File: config.mk
export PLATFORM = sky130hd
export DESIGN_NAME = regfile_port_arbiter_flat
export DESIGN_NICKNAME = d
export VERILOG_FILES = /design/src/rtl/regfile_port_arbiter_if.sv /design/src/rtl/regfile_port_arbiter.sv /design/src/flat_wrapper.sv
export SDC_FILE = /design/constraint.sdc
export NUM_CORES = 1
export LEC_CHECK = 0
export CORE_UTILIZATION = 45
export CTS_CLUSTER_SIZE = 25
export DETAILED_ROUTE_END_ITERATION = 8
export GPL_ROUTABILITY_DRIVEN = 0
export PLACE_DENSITY = 0.84
export SYNTH_ARGS = -nofsm -noshare
export SYNTH_HDL_FRONTEND = slang
export SYNTH_SLANG_ARGS = --single-unit
File: constraint.sdc
create_clock -name clk -period 4.3 [get_ports clk]
set_input_delay 0.43 -clock clk [delete_from_list [all_inputs] [get_ports clk]]
set_output_delay 0.43 -clock clk [all_outputs]
set_load 0.01 [all_outputs]
File: src/rtl/regfile_port_arbiter_if.sv
// regfile_port_arbiter_if
//   Bundles the two requester handshakes and the register-file port signals
//   seen by regfile_port_arbiter.
//   slave  : arbiter side (consumes requests and rf_data_out; drives acks,
//            read data, regfile write/read controls and busy)
//   master : environment side (requesters plus the register file instance)
// Signals
//   req0/we0/num0/wdata0 -> ack0/rdata0   requester 0 (datapath controller)
//   req1/we1/num1/wdata1 -> ack1/rdata1   requester 1 (debug scan)
//   rf_readnum, rf_writenum, rf_write, rf_data_in -> register file
//   rf_data_out <- register file (combinational read)
//   busy         arbiter not idle
interface regfile_port_arbiter_if #(
  parameter int DW = 16,
  parameter int NW = 3
);
  logic          req0;
  logic          we0;
  logic [NW-1:0] num0;
  logic [DW-1:0] wdata0;
  logic          ack0;
  logic [DW-1:0] rdata0;

  logic          req1;
  logic          we1;
  logic [NW-1:0] num1;
  logic [DW-1:0] wdata1;
  logic          ack1;
  logic [DW-1:0] rdata1;

  logic [NW-1:0] rf_readnum;
  logic [NW-1:0] rf_writenum;
  logic          rf_write;
  logic [DW-1:0] rf_data_in;
  logic [DW-1:0] rf_data_out;

  logic          busy;

  modport slave (
    input  req0, we0, num0, wdata0,
    input  req1, we1, num1, wdata1,
    input  rf_data_out,
    output ack0, rdata0, ack1, rdata1,
    output rf_readnum, rf_writenum, rf_write, rf_data_in,
    output busy
  );

  modport master (
    output req0, we0, num0, wdata0,
    output req1, we1, num1, wdata1,
    output rf_data_out,
    input  ack0, rdata0, ack1, rdata1,
    input  rf_readnum, rf_writenum, rf_write, rf_data_in,
    input  busy
  );
endinterface

File: src/rtl/regfile_port_arbiter.sv
// regfile_port_arbiter
//   Shares the register file's single read port and single write port between
//   requester 0 (datapath controller) and requester 1 (debug scan). One read
//   or write per req/ack transaction, round-robin grant on ties, regfile
//   controls and returned read data are all registered.
// Ports
//   clk    rising-edge clock
//   reset  synchronous, active-high
//   bus    regfile_port_arbiter_if.slave (requester handshakes, regfile
//          ports, busy)
//
// State table
//   state | meaning
//   IDLE  | sample requests, grant one and latch its transaction fields
//   ISSUE | drive regfile port for one cycle (write strobe / read capture)
//   ACK   | ack pulse to the granted requester, requests ignored
module regfile_port_arbiter #(
  parameter int DW = 16,
  parameter int NW = 3
) (
  input  logic                   clk,
  input  logic                   reset,
  regfile_port_arbiter_if.slave  bus
);

  typedef enum logic [1:0] {
    IDLE  = 2'd0,
    ISSUE = 2'd1,
    ACK   = 2'd2
  } state_t;

  state_t        state_q, state_d;
  logic          gid_q;
  logic          we_q;
  logic          last_grant_q;
  logic          ack0_q, ack1_q;
  logic [DW-1:0] rdata0_q, rdata1_q;
  logic [NW-1:0] rf_readnum_q, rf_writenum_q;
  logic [DW-1:0] rf_data_in_q;

  logic          grant;
  logic          grant_id;
  logic          g_we;
  logic [NW-1:0] g_num;
  logic [DW-1:0] g_wdata;

  always_comb begin
    state_d  = state_q;
    grant    = 1'b0;
    grant_id = 1'b0;
    case (state_q)
      IDLE: begin
        if (bus.req0 || bus.req1) begin
          grant = 1'b1;
          // On a tie the requester that did not win last time goes next.
          grant_id = (bus.req0 && bus.req1) ? ~last_grant_q : bus.req1;
          state_d  = ISSUE;
        end
      end
      ISSUE:   state_d = ACK;
      ACK:     state_d = IDLE;
      default: state_d = IDLE;
    endcase
    g_we    = grant_id ? bus.we1    : bus.we0;
    g_num   = grant_id ? bus.num1   : bus.num0;
    g_wdata = grant_id ? bus.wdata1 : bus.wdata0;
  end

  always_ff @(posedge clk) begin
    if (reset) begin
      state_q       <= IDLE;
      gid_q         <= 1'b0;
      we_q          <= 1'b0;
      last_grant_q  <= 1'b1;
      ack0_q        <= 1'b0;
      ack1_q        <= 1'b0;
      rdata0_q      <= '0;
      rdata1_q      <= '0;
      rf_readnum_q  <= '0;
      rf_writenum_q <= '0;
      rf_data_in_q  <= '0;
    end else begin
      state_q <= state_d;
      if (grant) begin
        gid_q        <= grant_id;
        we_q         <= g_we;
        last_grant_q <= grant_id;
        rf_readnum_q <= g_num;
        if (g_we) begin
          rf_writenum_q <= g_num;
          rf_data_in_q  <= g_wdata;
        end
      end
      if (state_q == ISSUE) begin
        if (!we_q) begin
          if (gid_q) rdata1_q <= bus.rf_data_out;
          else       rdata0_q <= bus.rf_data_out;
        end
        if (gid_q) ack1_q <= 1'b1;
        else       ack0_q <= 1'b1;
      end
      if (state_q == ACK) begin
        ack0_q <= 1'b0;
        ack1_q <= 1'b0;
      end
    end
  end

  // Gating with reset keeps a reset edge landing in ISSUE from committing
  // the pending write into the (non-reset) register file.
  assign bus.rf_write    = (state_q == ISSUE) && we_q && !reset;
  assign bus.rf_readnum  = rf_readnum_q;
  assign bus.rf_writenum = rf_writenum_q;
  assign bus.rf_data_in  = rf_data_in_q;
  assign bus.ack0        = ack0_q;
  assign bus.ack1        = ack1_q;
  assign bus.rdata0      = rdata0_q;
  assign bus.rdata1      = rdata1_q;
  assign bus.busy        = (state_q != IDLE);

endmodule

File: src/flat_wrapper.sv
// flat-port wrapper written by rule: the top's interface ports become plain ports
module regfile_port_arbiter_flat 
#(
  parameter int DW = 16,
  parameter int NW = 3
)
  (clk, reset, bus_req0, bus_we0, bus_num0, bus_wdata0, bus_req1, bus_we1, bus_num1, bus_wdata1, bus_rf_data_out, bus_ack0, bus_rdata0, bus_ack1, bus_rdata1, bus_rf_readnum, bus_rf_writenum, bus_rf_write, bus_rf_data_in, bus_busy);
  regfile_port_arbiter_if #(.DW(DW), .NW(NW)) bus_i ();
  input  logic clk;
  input  logic reset;
  input wire logic [$bits(bus_i.req0)-1:0] bus_req0;
  input wire logic [$bits(bus_i.we0)-1:0] bus_we0;
  input wire logic [$bits(bus_i.num0)-1:0] bus_num0;
  input wire logic [$bits(bus_i.wdata0)-1:0] bus_wdata0;
  input wire logic [$bits(bus_i.req1)-1:0] bus_req1;
  input wire logic [$bits(bus_i.we1)-1:0] bus_we1;
  input wire logic [$bits(bus_i.num1)-1:0] bus_num1;
  input wire logic [$bits(bus_i.wdata1)-1:0] bus_wdata1;
  input wire logic [$bits(bus_i.rf_data_out)-1:0] bus_rf_data_out;
  output wire logic [$bits(bus_i.ack0)-1:0] bus_ack0;
  output wire logic [$bits(bus_i.rdata0)-1:0] bus_rdata0;
  output wire logic [$bits(bus_i.ack1)-1:0] bus_ack1;
  output wire logic [$bits(bus_i.rdata1)-1:0] bus_rdata1;
  output wire logic [$bits(bus_i.rf_readnum)-1:0] bus_rf_readnum;
  output wire logic [$bits(bus_i.rf_writenum)-1:0] bus_rf_writenum;
  output wire logic [$bits(bus_i.rf_write)-1:0] bus_rf_write;
  output wire logic [$bits(bus_i.rf_data_in)-1:0] bus_rf_data_in;
  output wire logic [$bits(bus_i.busy)-1:0] bus_busy;
  assign bus_i.req0 = bus_req0;
  assign bus_i.we0 = bus_we0;
  assign bus_i.num0 = bus_num0;
  assign bus_i.wdata0 = bus_wdata0;
  assign bus_i.req1 = bus_req1;
  assign bus_i.we1 = bus_we1;
  assign bus_i.num1 = bus_num1;
  assign bus_i.wdata1 = bus_wdata1;
  assign bus_i.rf_data_out = bus_rf_data_out;
  assign bus_ack0 = bus_i.ack0;
  assign bus_rdata0 = bus_i.rdata0;
  assign bus_ack1 = bus_i.ack1;
  assign bus_rdata1 = bus_i.rdata1;
  assign bus_rf_readnum = bus_i.rf_readnum;
  assign bus_rf_writenum = bus_i.rf_writenum;
  assign bus_rf_write = bus_i.rf_write;
  assign bus_rf_data_in = bus_i.rf_data_in;
  assign bus_busy = bus_i.busy;
  regfile_port_arbiter #(.DW(DW), .NW(NW)) u_core (.clk(clk), .reset(reset), .bus(bus_i));
endmodule
==> results by stage <==
Status:
- The flow ran to the end, and the final reports show no timing, DRC or antenna violations.

Final layout:
- The number of nets in the layout is 506.
- With fillers left out, the area of the finished cells amounts to 4140 um^2.
- The final antenna diode count is 0.
- The area growth from synthesis to layout is 45.7%.
- The count of cells in the finished layout, fillers not included, comes to 525.
- The share of post-route cells with drive strength above 1 is 0.140.

Clocking:
- At the later pin of the worst-skew pair, clock insertion delay measures 340 ps.
- TritonCTS built the clock tree.
- The clock passes through at most 2 buffers.
- The number of buffers inserted by hold repair at cts is 0.
- The number of gates resized after CTS was 0.
- The CTS sink count is 61.
- The count of buffers added by post-CTS timing repair for setup is 0.
- The buffer cell driving the clock tree root is sky130_fd_sc_hd__clkbuf_8.
- Buffers inserted during clock tree synthesis total 9.
- The clock-pin slew on the worst setup and hold paths is 70 ps.
- CTS built an H-tree with a depth of 3.

Drt:
- The detailed router finished its first iteration with 84 violations.
- The overall routed net length is 7.81 mm.
- The remaining number of nets flagged by the antenna check after routing is 0.
- The detailed-route via count is 2,809.
- Dividing the detail-routed via count by the number of cells gives 5.35.
- The routed wirelength normalized by instance count is 14.9 um.
- The first detailed-routing pass took 4 iterations.
- For this run, design rule violations remaining after detail routing come to 0.

Setup path:
- The worst flop-to-flop path startpoint is u_core.state_q[1].
- On the worst path, the slowest cell contributes a delay of 560 ps.
- Among cell families on the critical path, the largest total delay comes from buffers and inverters.
- The kind of launch point of the worst setup path is an input port.
- For the worst setup path, the data required time is 3870 ps.
- Among all stages on the critical path, the largest delay is contributed by sky130_fd_sc_hd__buf_4.
- The critical path goes through buf_2 -> buf_4 -> nor2_1 -> and2_1 -> clkdlybuf4s50_1.
- The buffer and inverter count on the worst path is 3.
- By startpoint and endpoint, the worst setup path is classified as in -> out.
- Measured in cells, the most critical reg-to-reg path has a length of 5.
- The capturing element type of the critical path is an output port.
- In this run the critical register-to-register path is captured at u_core.bus.rf_readnum[1].
- Across all register-to-register paths, the minimum setup slack is 2210 ps.
- Along the worst path, the maximum fanout reaches 61.
- Data on the critical path arrives at its endpoint at 1910 ps.

Global route:
- The combined global-route utilization of all metal layers is 0.240.
- The remaining global-route overflow is 0.
- The number of global-route vias before repair is 2,430.
- Entering global routing, the biggest net connects 62 pins.
- The initial antenna violation count is 0.
- The first global-routing pass estimated 11.8 mm of wire.

Power:
- The analysis attributes to cell leakage a power of 1.44 nW.
- IR analysis of the VDD net gives a maximum drop of 190 uV.
- Dividing total power by cell area gives a power density of 356 nW/um^2.
- The final total power is 1.48 mW.

Timing:
- The transition time at the pin with the least slew margin is 1000 ps.
- Dividing the final minimum period by the clock period gives 0.545.
- Measured against its own limit, the worst slew margin works out to 0.330.
- The final setup violation count is 0.
- The final worst clock skew is 8.92 ps.
- The shortest period the worst path allows is 2340 ps.
- The setup TNS after final layout is 0 ps.
- Setup repair after global routing left no endpoint under its margin.
- The final count of hold timing violations was 0.
- Timing would allow up to 427 MHz.
- The number of pins exceeding their max-slew limit in the final report was 0.

Logic synthesis:
- The cell area after technology mapping is 2840 um^2.
- The top flip-flop cell by instance count after synthesis is sky130_fd_sc_hd__dfxtp_1.
- For this run, asynchronously set or reset flops after synthesis account for 0.
- The number of enable-type register cells in the synthesized netlist is 0.
- Synthesis produced a netlist with a net count of 403.
- The total of flip-flops plus latches after synthesis is 61.
- The mean instance size in the synthesized netlist is 8.29 um^2.
- During synthesis, Yosys emitted a total of 0 warnings.
- The share of the Yosys chip area taken by registers is 0.430.
- The number of different library cells used by synthesis comes to 28.
- The cell count after synthesis is 343.

Place:
- The post-detailed-placement half-perimeter wirelength is 5.40 mm.
- The count of buffers inserted at the top-level ports is 117.
- The total cell area at the placement stage is 3940 um^2.
- The number of cells after detailed placement is 510.

Min path:
- The worst min-delay path class is reg -> reg.
- The end of the worst hold path is u_core.bus.rdata1[3].
- The startpoint identified for the worst hold timing path is u_core.bus.rdata1[3].
- The worst hold path passes through 2 cells.

Floorplan:
- The floorplan die height is 81.5 um.
- The number of cell rows is 28.
- The total area inside the core boundary comes to 5990 um^2.
- The area of the die is 6640 um^2.
- The number of top-level pins is 118.
- For this configuration, the core starts out at a cell density of 0.475.
- The die is 81.5 um wide.

Run:
- The total of max-cap violations is 0.
==> flip-flops by register name, summed over array words and instances (netlist names) <==
| signal | count |
|---|---|
| u_core.bus.rdata0 | 16 |
| u_core.bus.rdata1 | 16 |
| u_core.bus.rf_data_in | 16 |
| u_core.bus.rf_readnum | 3 |
| u_core.bus.rf_writenum | 3 |
| u_core.state_q | 2 |
| u_core.bus.ack0 | 1 |
| u_core.bus.ack1 | 1 |
| u_core.gid_q | 1 |
| u_core.last_grant_q | 1 |
| u_core.we_q | 1 |
==> cells in the mapped netlist, types with 7 or more instances <==
cell,instances,area share
sky130_fd_sc_hd__nor3_1,29,0.051
sky130_fd_sc_hd__nor2_2,11,0.024
sky130_fd_sc_hd__nand2_1,71,0.094
sky130_fd_sc_hd__clkbuf_1,7,0.0092
sky130_fd_sc_hd__buf_2,11,0.019
sky130_fd_sc_hd__nor4_2,19,0.084
sky130_fd_sc_hd__nor2_1,38,0.050
sky130_fd_sc_hd__nor3_2,11,0.039
sky130_fd_sc_hd__dfxtp_1,61,0.43
sky130_fd_sc_hd__a21oi_1,36,0.063
sky130_fd_sc_hd__o21a_1,20,0.053
==> where the power goes <==
part	internal [mW]	total [mW]	switching, mW
clock	0.294	0.515	0.221
sequential	0.604	0.634	0.0303
combinational	0.164	0.327	0.163
total	1.06	1.48	0.414
==> worst register-to-register path: cells and delay by family, from the launching register on <==
kind                   cells  cell delay [ps]
DFF                        1              330
AOI/OAI and AO/OA          2              890
and+or+nand+nor            2              380
buffers and inverters      1              400
==> cell type report <==
class / count / area [um^2]
fillers: 484 / 1850
multi-input cells: 251 / 1430
flip-flops and latches: 61 / 1220
repair buffers: 120 / 1190
clock buffers: 11 / 151
well taps: 75 / 93.8
clock inverters: 4 / 47.5
inverters: 3 / 11.3
==> cells by family after synthesis <==
family                 Yosys count  share of synthesized area
muxes                            1                    0.00352
AOI/OAI and AO/OA               62                      0.137
buffers and inverters           31                     0.0695
DFF                             61                      0.430
and+or+nand+nor                188                      0.360
==> cell usage in the layout, fill, tap and decap left out, types with 2 or more instances in the layout <==
cell,n
sky130_fd_sc_hd__buf_4,3
sky130_fd_sc_hd__nor4_2,19
sky130_fd_sc_hd__a21oi_1,36
sky130_fd_sc_hd__clkdlybuf4s50_1,116
sky130_fd_sc_hd__nand2b_1,2
sky130_fd_sc_hd__nor2_2,11
sky130_fd_sc_hd__a311oi_1,3
sky130_fd_sc_hd__dfxtp_1,61
sky130_fd_sc_hd__nor3_1,29
sky130_fd_sc_hd__clkbuf_8,11
sky130_fd_sc_hd__inv_1,3
sky130_fd_sc_hd__nand3_1,3
sky130_fd_sc_hd__nor3_2,11
sky130_fd_sc_hd__nor2_1,38
sky130_fd_sc_hd__nand2_1,71
sky130_fd_sc_hd__clkinv_2,2
sky130_fd_sc_hd__o21a_1,20
==> how the worst max path moves through the flow <==
| stage | slack (ps) | to | from | cells after the start |
|---|---|---|---|---|
| CTS | 1960 | bus_rf_write | reset | 5 |
| floorplan | 2940 | u_core.bus.rf_data_in[15] | bus_req1 | 6 |
| global route | 1870 | bus_rf_write | reset | 5 |
| finish | 1960 | bus_rf_write | reset | 5 |
| detailed placement | 1880 | u_core.bus.rf_data_in[8] | bus_req1 | 5 |
| global placement | 1950 | u_core.bus.rf_readnum[0] | bus_req1 | 5 |
==> per-stage QoR <==
stage	util	setup WS, ps	hold WS (ps)
floorplan	-	2940	481
global placement	0.658	1950	442
detailed placement	0.658	1880	447
CTS	0.691	1960	457
global route	0.691	1870	474
finish	0.691	1960	455
==> per-layer routing <==
layer	GRT usage	part of all wire	vias to the layer above
li1	-	-	1363
met1	0.283	0.41	1290
met2	0.395	0.48	142
met3	0.0733	0.089	14
met4	0.118	0.017	0
met5	0	0	-
Power figures use the tool's default switching activity.
